File: src/rtl/mult_div_unit.sv
// mult_div_unit: iterative multiply/divide unit with architectural HI/LO.
//   MULT/MULTU: 32 shift-add steps, LSB-first over the multiplier.
//   DIV/DIVU  : 32 restoring steps, MSB-first over the dividend.
//   Signed ops work on magnitudes; the sign fix-up is applied in FIX.
// Ports:
//   clk, rst_n      clock, synchronous active-low reset
//   start, op, a, b launch request (op: 00 MULT, 01 MULTU, 10 DIV, 11 DIVU)
//   hi_we, lo_we    MTHI/MTLO enables (honoured only when idle, no start)
//   wdata           MTHI/MTLO data
//   busy, done      registered status; done pulses once with the result
//   hi, lo          architectural registers (MFHI/MFLO read them directly)
module mult_div_unit #(
  parameter int WIDTH = 32
) (
  input  logic             clk,
  input  logic             rst_n,
  input  logic             start,
  input  logic [1:0]       op,
  input  logic [WIDTH-1:0] a,
  input  logic [WIDTH-1:0] b,
  input  logic             hi_we,
  input  logic             lo_we,
  input  logic [WIDTH-1:0] wdata,
  output logic             busy,
  output logic             done,
  output logic [WIDTH-1:0] hi,
  output logic [WIDTH-1:0] lo
);
  localparam int CW = $clog2(WIDTH);

  typedef enum logic [1:0] {IDLE, CALC, FIX} state_t;

  state_t             state;
  logic               is_div;
  logic               neg_q;    // negate product / quotient
  logic               neg_rem;  // remainder follows dividend sign
  logic               b_zero;
  logic [WIDTH-1:0]   mag_a;    // multiplier (shifts right) or dividend (shifts left)
  logic [WIDTH-1:0]   mag_b;    // multiplicand or divisor
  logic [2*WIDTH-1:0] acc;      // product, or {remainder, quotient}
  logic [CW-1:0]      cnt;

  // Operand magnitudes at launch
  logic             a_neg, b_neg;
  logic [WIDTH-1:0] abs_a, abs_b;
  assign a_neg = ~op[0] & a[WIDTH-1];
  assign b_neg = ~op[0] & b[WIDTH-1];
  assign abs_a = a_neg ? -a : a;
  assign abs_b = b_neg ? -b : b;

  // Multiply step: add into the upper half, then shift the whole acc right.
  // After WIDTH steps the product has walked down into its final position.
  logic [WIDTH:0]     mul_sum;
  logic [2*WIDTH-1:0] mul_next;
  assign mul_sum  = {1'b0, acc[2*WIDTH-1:WIDTH]} + (mag_a[0] ? {1'b0, mag_b} : '0);
  assign mul_next = {mul_sum, acc[WIDTH-1:1]};

  // Divide step: shifted remainder is < 2*divisor, so a WIDTH+1 bit
  // subtract is enough and its top bit is the borrow.
  logic [WIDTH:0]     div_shift, div_diff;
  logic               div_borrow;
  logic [2*WIDTH-1:0] div_next;
  assign div_shift  = {acc[2*WIDTH-1:WIDTH], mag_a[WIDTH-1]};
  assign div_diff   = div_shift - {1'b0, mag_b};
  assign div_borrow = div_diff[WIDTH];
  assign div_next   = {(div_borrow ? div_shift[WIDTH-1:0] : div_diff[WIDTH-1:0]),
                       acc[WIDTH-2:0], ~div_borrow};

  // Sign fix-up. With b == 0 the restoring loop already leaves |a| as the
  // remainder, and re-applying a's sign gives back the original a, so only
  // the quotient needs forcing to all ones.
  logic [2*WIDTH-1:0] prod_fix;
  logic [WIDTH-1:0]   quo_fix, rem_fix;
  assign prod_fix = neg_q ? -acc : acc;
  assign quo_fix  = b_zero ? '1 : (neg_q ? -acc[WIDTH-1:0] : acc[WIDTH-1:0]);
  assign rem_fix  = neg_rem ? -acc[2*WIDTH-1:WIDTH] : acc[2*WIDTH-1:WIDTH];

  always_ff @(posedge clk) begin
    if (!rst_n) begin
      state   <= IDLE;
      busy    <= 1'b0;
      done    <= 1'b0;
      hi      <= '0;
      lo      <= '0;
      cnt     <= '0;
      acc     <= '0;
      is_div  <= 1'b0;
      neg_q   <= 1'b0;
      neg_rem <= 1'b0;
      b_zero  <= 1'b0;
      mag_a   <= '0;
      mag_b   <= '0;
    end else begin
      done <= 1'b0;
      case (state)
        IDLE: begin
          if (start) begin
            is_div  <= op[1];
            neg_q   <= a_neg ^ b_neg;
            neg_rem <= a_neg;
            b_zero  <= (b == '0);
            mag_a   <= abs_a;
            mag_b   <= abs_b;
            acc     <= '0;
            cnt     <= CW'(WIDTH - 1);
            busy    <= 1'b1;
            state   <= CALC;
          end else begin
            // start has priority over MT writes in the same cycle
            if (hi_we) hi <= wdata;
            if (lo_we) lo <= wdata;
          end
        end
        CALC: begin
          if (is_div) begin
            acc   <= div_next;
            mag_a <= mag_a << 1;
          end else begin
            acc   <= mul_next;
            mag_a <= mag_a >> 1;
          end
          cnt <= cnt - 1'b1;
          if (cnt == '0) state <= FIX;
        end
        FIX: begin
          if (is_div) begin
            hi <= rem_fix;
            lo <= quo_fix;
          end else begin
            hi <= prod_fix[2*WIDTH-1:WIDTH];
            lo <= prod_fix[WIDTH-1:0];
          end
          done  <= 1'b1;
          busy  <= 1'b0;
          state <= IDLE;
        end
        default: state <= IDLE;
      endcase
    end
  end
endmodule

File: config.mk
export PLATFORM = sky130hd
export DESIGN_NAME = mult_div_unit
export DESIGN_NICKNAME = d
export VERILOG_FILES = /design/src/rtl/mult_div_unit.sv
export SDC_FILE = /design/constraint.sdc
export NUM_CORES = 1
export LEC_CHECK = 0
export ABC_CLOCK_PERIOD_IN_PS = 4430
export CELL_PAD_IN_SITES_DETAIL_PLACEMENT = 1
export CELL_PAD_IN_SITES_GLOBAL_PLACEMENT = 1
export CORE_MARGIN = 2
export CORE_UTILIZATION = 43
export CTS_CLUSTER_DIAMETER = 60
export DETAILED_ROUTE_END_ITERATION = 8
export GPL_TIMING_DRIVEN = 0
export PLACE_DENSITY = 0.93
export SLEW_MARGIN = 20
export SYNTH_ARGS = -nofsm -noshare
export SYNTH_HDL_FRONTEND = slang
export SYNTH_SLANG_ARGS = --single-unit
File: constraint.sdc
create_clock -name clk -period 4.43 [get_ports clk]
set_input_delay 1.329 -clock clk [delete_from_list [all_inputs] [get_ports clk]]
set_output_delay 1.329 -clock clk [all_outputs]
set_load 0.05 [all_outputs]
After elaboration in Yosys (flattened, before gate mapping)

Index checks and enable logic that the tools add are counted.

Input port bits: 103
Register bits after elaboration: 205
Output and inout bits: 66

Reduce and logical (&&, ||, !) cells: 11
Bitwise gates (word level): 5
Muxes and demuxes: 30
Equality and inequality tests: 7
Add/sub/neg operators: 8

Operators with widths:

| cell                  | number |
|---|---|
| $mux W32              | 15 |
| $mux W64              | 3 |
| $pmux W32 S2          | 3 |
| $neg A32 Y32          | 4 |
| $pmux W64 S2          | 1 |
| $neg A64 Y64          | 1 |
| $add A32 B32 Y33      | 1 |
| $sub A33 B32 Y33      | 1 |
| $logic_not A32 Y1     | 1 |
| $ne A2 B2 Y1 const B  | 5 |
| $pmux W5 S2           | 1 |
| $reduce_and A2 Y1     | 4 |
| $reduce_and A3 Y1     | 2 |
| $logic_not A5 Y1      | 1 |
| $mux W5               | 1 |
| $sub A5 B1 Y5 const B | 1 |
| $mux W2               | 2 |
| $pmux W2 S2           | 1 |
| $reduce_bool A2 Y1    | 2 |
| $and A1 B1 Y1         | 2 |
| $eq A2 B1 Y1 const B  | 1 |
| $eq A2 B2 Y1 const B  | 1 |
| $logic_not A2 Y1      | 1 |
| $mux W1               | 2 |
| 3 further kinds       | 4 |

Longest topological paths before layout

Gate-level depths: netlist (run 1).

Word-level depth: 5
Depth in mapped cells: 15

Least setup slack after synthesis (run 1)

Ideal clock, no wire load.

Path type: input to register
From: in b[6]
To: reg mag_b[27]
Cell stages on the path: 9
Setup time: 0.086 ns
Data arrival time: 3.758 ns
Setup slack: 0.587 ns
Cells stage by stage: or4_1 or3_1 or4_1 nor4_4 nand3b_1 nor4_2 a21oi_1 xnor2_1 a211oi_1

Cells in the longest elaborated chain, start to end: 2

Ends and longest elaborated chain:

| item                 | line | RTL |
|---|---|---|
| start, declared      | 20   | `input logic [WIDTH-1:0] b,` |
| $neg A32 Y32         | 49   | `assign abs_b = b_neg ? -b : b;` |
| $mux W32             | 49   |  |
| end signal, assigned | 103  | `mag_b <= abs_b;` |
| end, declared        | 39   | `logic [WIDTH-1:0] mag_b;` |

Every way passes these cells.
A chain may end at the register's enable or synchronous reset.

Worst setup path in the final report (run 1)

From: reg acc[48]
To: reg acc[32]

Cells in the longest elaborated chain, start to end: 4

Ends and longest elaborated chain:

| item                   | line | RTL |
|---|---|---|
| start, declared        | 40   | `logic [2*WIDTH-1:0] acc;` |
| start signal, assigned | 116  | `acc <= div_next;` |
| start signal, assigned | 119  | `acc <= mul_next;` |
| $sub A33 B32 Y33       | 64   | `assign div_diff = div_shift - {1'b0, mag_b};` |
| $mux W32               | 66   | `assign div_next = {(div_borrow ? div_shift[WIDTH-1:0] : div_diff[WIDTH-1:0]),` |
| $mux W64               | 115  | `if (is_div) begin` |
| $pmux W64 S2           | 95   | `case (state)` |

Every way passes these cells.

==> reports/qor.yml, run 1 <==
placed_design:
  place_congestion: 0.951
  placed_cells: 2640
  post-dp-hpwl_um: 48700
  numPortBuffers: 167
  place_ws_ns: -0.444
clock_tree:
  worstSkewPairLatency_ns: 0.58
  clkTransAtPathRegs_ns: 0.06
  cts_setup_buffers: 0
  cts_max_level: 1
  cts.sinks: 205
  cts_tree: "built"
  root_buffer: "clkbuf_16"
  cts_buffers: 27
  cts_buffer_depth: 3
synthesis:
  synthTopCellsByCount: "nor2_1, a21oi_1, dfxtp_1"
  synth_top_cell_by_area: "dfxtp_1"
  yosysUniqueCellTypes: 83
  async_flop_share_pct: 0
  ys_ff_latch: 205
  yosysMostFrequentCell: "nor2_1"
  synth_edf_count: 0
  ys_seq_area_share_pct: 26.7
  synth_nets: 2187
  synth_top_cells_by_area: "dfxtp_1, a21oi_1, nor2_1"
  syn-cell-area_um2: 15300
  synth_top_area_share_pct: 26.7
  syn_inst: 2012
  yosysWarnings: 0
  ys.flop_type: "dfxtp_1"
  synth_area_per_cell_um2: 7.63
detailed_routing:
  wl_per_cell_um: 23.8
  dr.pass1.iters: 6
  via_per_inst: 6.31
  routed_wl_um: 64000
  drtIter0Drc: 1489
  ant_nets: 0
  via_count: 17000
  drc: 0
worst_setup_path:
  cp.depth: 14
  required_ns: 4.84
  max_stage_delay_ns: 0.63
  regToRegSetupSlack_ns: 0.21
  worstPathArrival_ns: 4.63
  path_buf_inv: 3
  ff2ff_path_depth: 14
  worstPathMaxFanout: 10
  endpoint_kind: "flop"
  startpoint_type: "flop"
  crit_type: "flop to flop"
  critical_path.top_delay_family: "compound AO/OA/AOI/OAI gates"
  cp_slowest_cell: "dfxtp_1"
  crit_path_cell_trace: "ha_1 > clkbuf_1 > a21oi_1 > o22ai_1 > o41ai_1 > nand3_1 > a311oi_4 > o21ai_1 > xnor2_1 > buf_2 > buf_2 > nor2_1 > a21oi_1 > o221ai_1"
timing:
  final-setup-viol-count: 0
  fin_crit_sh_pct: 95.3
  tightestPinTransition_ns: 0.941
  clock_skew_ns: 0.0226
  tns_ns: 0
  layout_setup_ws_ns: 0.207
  hold_violations: 0
  slew_violations: 0
  timing.fmax_mhz: 237
  rsz0062_at_grt: "false"
  slew_headroom_pct: 37.2
  timing.hold.ws_ns: 0.459
  fin_crit_ns: 4.22
floorplanning:
  die_y_um: 193
  fp.dieArea_um2: 37200
  initial_core_util_pct: 43.3
  rows: 69
  ios: 169
  die_w_um: 193
  core_um2: 35400
grt:
  grt_util_all_layers_pct: 33.5
  antenna_found_initial: 0
  grt_pass1_wl_um: 97600
  use_met3_pct: 4.69
  use_met1_pct: 43.3
  grt_start_max_net_pins: 15
  busiest_layer: "met2"
  use_met2_pct: 56.7
  grt_overflow_total: 0
  grt_pass1_vias: 17200
final_layout:
  drive_gt1_share_pct: 5.16
  antennaDiodeCount: 0
  nets: 2383
  fin_cells: 2690
  area_growth_pct: 21.3
run:
  maxCapViolCount: 0
power_and_ir_drop:
  p_per_area_nw_per_um2: 351
  swShare_pct: 37.6
  p_comb_share_pct: 31.0
  p_seq_share_pct: 33.2
  peakVddDrop_v: 0.000298
  clockPowerShare_pct: 35.9
  power_leakage_uw: 0.00727
  switchingPower_uw: 2450
  power_uw: 6520
  internal-power_uw: 4070
run_status:
  status: "finished, final reports clean"
hold_path:
  min_path_type: "flop to flop"
  whs_path_depth: 2
metal layers:
metal,part of all wire [%],vias up
met5,0,-
met4,4.0,0
met3,7.4,169
met2,47,773
met1,42,8375
li1,-,7662
registers in the layout, indices dropped and copies added (netlist names), 2 cells and up:
name	cells
mag_a	32
acc	64
state	2
lo	32
cnt	5
hi	32
mag_b	32
cell usage in the layout (no fill, tap or decap), types with 10 or more instances in the layout:
master           count
nand2_1            146
inv_1               67
o21a_1              10
nor2b_1             13
a22oi_1             19
ha_1                70
nand4_1             10
a21oi_1            238
or4_1               13
clkbuf_16           27
a21o_1              42
nand3_1             32
o21ai_0             92
xnor2_1             99
a221oi_1            12
clkdlybuf4s50_1    167
or3_1               20
o31ai_1             20
xor2_1              65
dfxtp_1            205
clkbuf_1           103
nor2_1             256
nor4_1              16
mux2i_1             68
o221ai_1            40
or2_2               10
nor3_1              42
a211oi_1            70
and2_1              34
nand2b_1            22
o211ai_1            19
buf_1               14
path summary, 6_finish.rpt:
| kind | end | startpoint |
|---|---|---|
| max | acc[32]$_SDFFE_PN0P_ | acc[48]$_SDFFE_PN0P_ |
| min | lo[4]$_SDFFE_PN0P_ | lo[4]$_SDFFE_PN0P_ |
| max reg2reg | acc[32]$_SDFFE_PN0P_ | acc[48]$_SDFFE_PN0P_ |
| min reg2reg | lo[4]$_SDFFE_PN0P_ | lo[4]$_SDFFE_PN0P_ |
worst register-to-register path: stages (launching register included):
cell and delay (ns):
dfxtp_1 0.63, ha_1 0.33, clkbuf_1 0.19, a21oi_1 0.25, o22ai_1 0.14, o41ai_1 0.32
nand3_1 0.32, a311oi_4 0.48, o21ai_1 0.12, xnor2_1 0.21, buf_2 0.30, buf_2 0.33
nor2_1 0.07, a21oi_1 0.22, o221ai_1 0.17
final cells by class:
class / instances / area, µm²
multi-input combinational: 1601 / 10400
tap: 461 / 577
sequential: 205 / 4100
buffer: 138 / 634
clock buffer: 34 / 762
clock inverter: 16 / 181
fill: 4393 / 16800
inverter: 68 / 255
timing repair buffer: 167 / 1670
through the flow:
step           area (µm²)  util (%)
4_1_cts             18500      52.4
2_1_floorplan       15300         -
3_5_place_dp        17600      49.7
3_3_place_gp        17600      49.7
5_1_grt             18600      52.6
6_report            18600      52.6
power by group through the flow:
stage	combinational [µW]	sequential (µW)	clock, µW
floorplan	1160	2280	0
global placement	1870	2180	0
detailed placement	1950	2190	0
CTS	1980	2150	2330
global route	2180	2170	2420
finish	2020	2160	2340
cells by family after synthesis:
kind of cell               after synthesis  synth area share [%]
DFF                                    205                  26.7
AOI/OAI and AO/OA                      638                  26.9
xor gates and xnor gates               164                  9.36
and+or+nand+nor                        656                  20.6
muxes                                   71                  4.66
adders and majority gates               72                  5.97
buffers and inverters                  206                  5.77
timing repair:
action,CTS,global route
hold buffers,0,0
setup endpoints to repair,11,42
gates resized for setup,4,12
No activity file was read; power rests on OpenSTA's default activity.
==> inputs of run 2 (changes only) <==
--- a/config.mk
+++ b/config.mk
@@ -14,6 +14,7 @@
 export DETAILED_ROUTE_END_ITERATION = 8
 export GPL_TIMING_DRIVEN = 0
 export PLACE_DENSITY = 0.93
+export RECOVER_POWER = 25
 export SLEW_MARGIN = 20
 export SYNTH_ARGS = -nofsm -noshare
 export SYNTH_HDL_FRONTEND = slang
==> run 2 against run 1 <==
Compared with the run above: cell area decreased by 0.28%; global-route usage unchanged; clock-buffer cell count unchanged; first-iteration DRC count up 1.8%; core utilization down 0.14 points; flip-flop and latch count unchanged; critical endpoint unchanged; setup slack gained 0.018 ns; clock power about the same; highest routed layer unchanged; hold slack got worse by 0.00081 ns; routed wire length down 0.11%; clock skew decreased by 0.00077 ns.
==> reports/qor.yml, run 2 (synthesis gave the netlist of run 1 again) <==
clock_tree:
  cts_buffers: 27  # unchanged
  clkTransAtPathRegs_ns: 0.06  # about the same
  cts_hold_buf: 0  # unchanged
  root_buffer: "clkbuf_16"
  cts_max_level: 1  # unchanged
  cts_tree: "built"
  worstSkewPairLatency_ns: 0.58  # about the same
  cts.sinks: 205  # unchanged
  cts_buffer_depth: 3  # unchanged
floorplanning:
  die_y_um: 193  # unchanged
  ios: 169  # unchanged
  fp.dieArea_um2: 37200  # unchanged
  die_w_um: 193  # unchanged
  core_um2: 35400  # unchanged
  initial_core_util_pct: 43.3  # unchanged
  rows: 69  # unchanged
hold_path:
  min_path_type: "flop to flop"
final_layout:
  area_growth_pct: 21.0
  nets: 2383  # unchanged
  postLayoutCellArea_um2: 18600  # -0.28%
  largest-register: "acc"
  antennaDiodeCount: 0  # unchanged
  largest_reg_flops: 64  # unchanged
  layout_commonest_cell: "nor2_1"
  utilization_pct: 52.4  # -0.14 points
  drive_gt1_share_pct: 4.98  # -0.18 points
  layout_common_cells: "nor2_1, a21oi_1, dfxtp_1, clkdlybuf4s50_1, nand2_1"
detailed_routing:
  drc: 0  # unchanged
  m1WireLength_um: 26800  # -0.42%
  via_count: 16900  # -0.56%
  wl_per_cell_um: 23.8  # -0.11%
  routed_wl_um: 64000  # -0.11%
  top_layer_used: "met4"
  ant_nets: 0  # unchanged
  via_per_inst: 6.28  # -0.56%
  drtIter0Drc: 1516  # +1.8%
  wl_met3_um: 4800  # +0.88%
  dr.pass1.iters: 5  # -1
  wl_met2_um: 29700  # -0.40%
timing:
  tns_ns: 0  # unchanged
  timing.hold.ws_ns: 0.458  # -0.000810 ns
  hold_violations: 0  # unchanged
  rsz0062_at_grt: "false"
  slew_violations: 0  # unchanged
  slew_headroom_pct: 33.5  # -3.7 points
  final-setup-viol-count: 0  # unchanged
  clock_skew_ns: 0.0218  # -0.000765 ns
  timing.fmax_mhz: 238  # +0.43%
  fin_crit_ns: 4.21  # -0.0179 ns
  layout_setup_ws_ns: 0.225  # +0.0179 ns
  tightestPinTransition_ns: 0.987  # +0.0454 ns
  fin_crit_sh_pct: 94.9  # -0.40 points
worst_setup_path:
  worstPathArrival_ns: 4.61  # -0.02 ns
  required_ns: 4.83  # about the same
  worstPathMaxFanout: 10  # unchanged
  crit_type: "flop to flop"
  startpoint_type: "flop"
  endpoint_kind: "flop"
power_and_ir_drop:
  p_per_area_nw_per_um2: 351  # about the same
  peakVddDrop_v: 0.000297  # -0.36%
  power_leakage_uw: 0.00728  # +0.11%
placed_design:
  place_ws_ns: -0.444  # unchanged
  post-dp-hpwl_um: 48700  # unchanged
  place_congestion: 0.951  # unchanged
  numPortBuffers: 167  # unchanged
  placed_cell_area_um2: 17600  # unchanged
run_status:
  status: "finished, final reports clean"
grt:
  grt_pass1_wl_um: 97600  # unchanged
  antenna_found_initial: 0  # unchanged
  grt_util_all_layers_pct: 33.5  # unchanged
  grt_pass1_vias: 17200  # unchanged
  grt_start_max_net_pins: 15  # unchanged
  grt_overflow_total: 0  # unchanged
run:
  maxCapViolCount: 0  # unchanged
[run 2: changes by cell type in the layout (fill, tap and decap cells not counted)]
cell | previous run | this run
dlygate4sd3_1 | 0 | 11
o21ai_4 | 1 | 0
bufbuf_16 | 1 | 0
o21ai_0 | 92 | 93
clkdlybuf4s50_1 | 167 | 156
nor3_4 | 1 | 0
inv_2 | 1 | 0
nor3_1 | 42 | 43
buf_1 | 14 | 12
inv_1 | 67 | 68
clkbuf_1 | 103 | 106
[run 2: layer usage]
metal / vias up / GRT usage (%)
met4: 0 / 12.5
li1: 7658 / -
met5: - / 0
met1: 8314 / 43.3
met2: 731 / 56.7
met3: 181 / 4.69
[run 2: layout make-up]
class                      instances  area, µm²
sequential                       205       4100
multi-input combinational       1601      10400
inverter                          68        255
fill                            4398      16800
clock buffer                      34        762
buffer                           138        606
timing repair buffer             167       1670
tap                              461        577
clock inverter                    16        181
[run 2: metrics by stage]
step                power [µW]  instances
detailed placement        4140       2640
global placement          4050       2640
CTS                       6460       2690
finish                    6510       2690
floorplan                 3430       2012
global route              6760       2690
[run 2: repair_timing]
item                                    in CTS  in global routing
hold endpoints to repair                     0                  0
endpoints found under the setup margin      11                 42
resized for setup                            4                 12
pin swaps                                    0                  0
setup buffers                                0                  0
gates cloned                                 0                  0
[run 2: worst max-delay path, cell delays in order, from the launching register on]
cell and delay (ns):
dfxtp_1 0.64, ha_1 0.33, clkbuf_1 0.18, a21oi_1 0.24, o22ai_1 0.14, o41ai_1 0.32
nand3_1 0.31, a311oi_4 0.46, o21ai_1 0.12, xnor2_1 0.21, buf_2 0.30, buf_2 0.33
nor2_1 0.07, a21oi_1 0.22, o221ai_1 0.17
[run 2: worst paths after layout]
check	from	endpoint	slack [ns]	depth (start not counted)
worst max-delay path	acc[48]$_SDFFE_PN0P_	acc[32]$_SDFFE_PN0P_	0.22	14
worst min-delay path	lo[28]$_SDFFE_PN0P_	lo[28]$_SDFFE_PN0P_	0.46	2
worst max register to register	acc[48]$_SDFFE_PN0P_	acc[32]$_SDFFE_PN0P_	0.22	14
worst min register to register	lo[28]$_SDFFE_PN0P_	lo[28]$_SDFFE_PN0P_	0.46	2
[run 2: where the power goes]
part	switching, µW	total (µW)	leakage [µW]	internal, µW
Sequential	166	2160	0.00168	2000
Clock	978	2340	0.000460	1360
Combinational	1300	2010	0.00514	708
Total	2450	6510	0.00728	4060
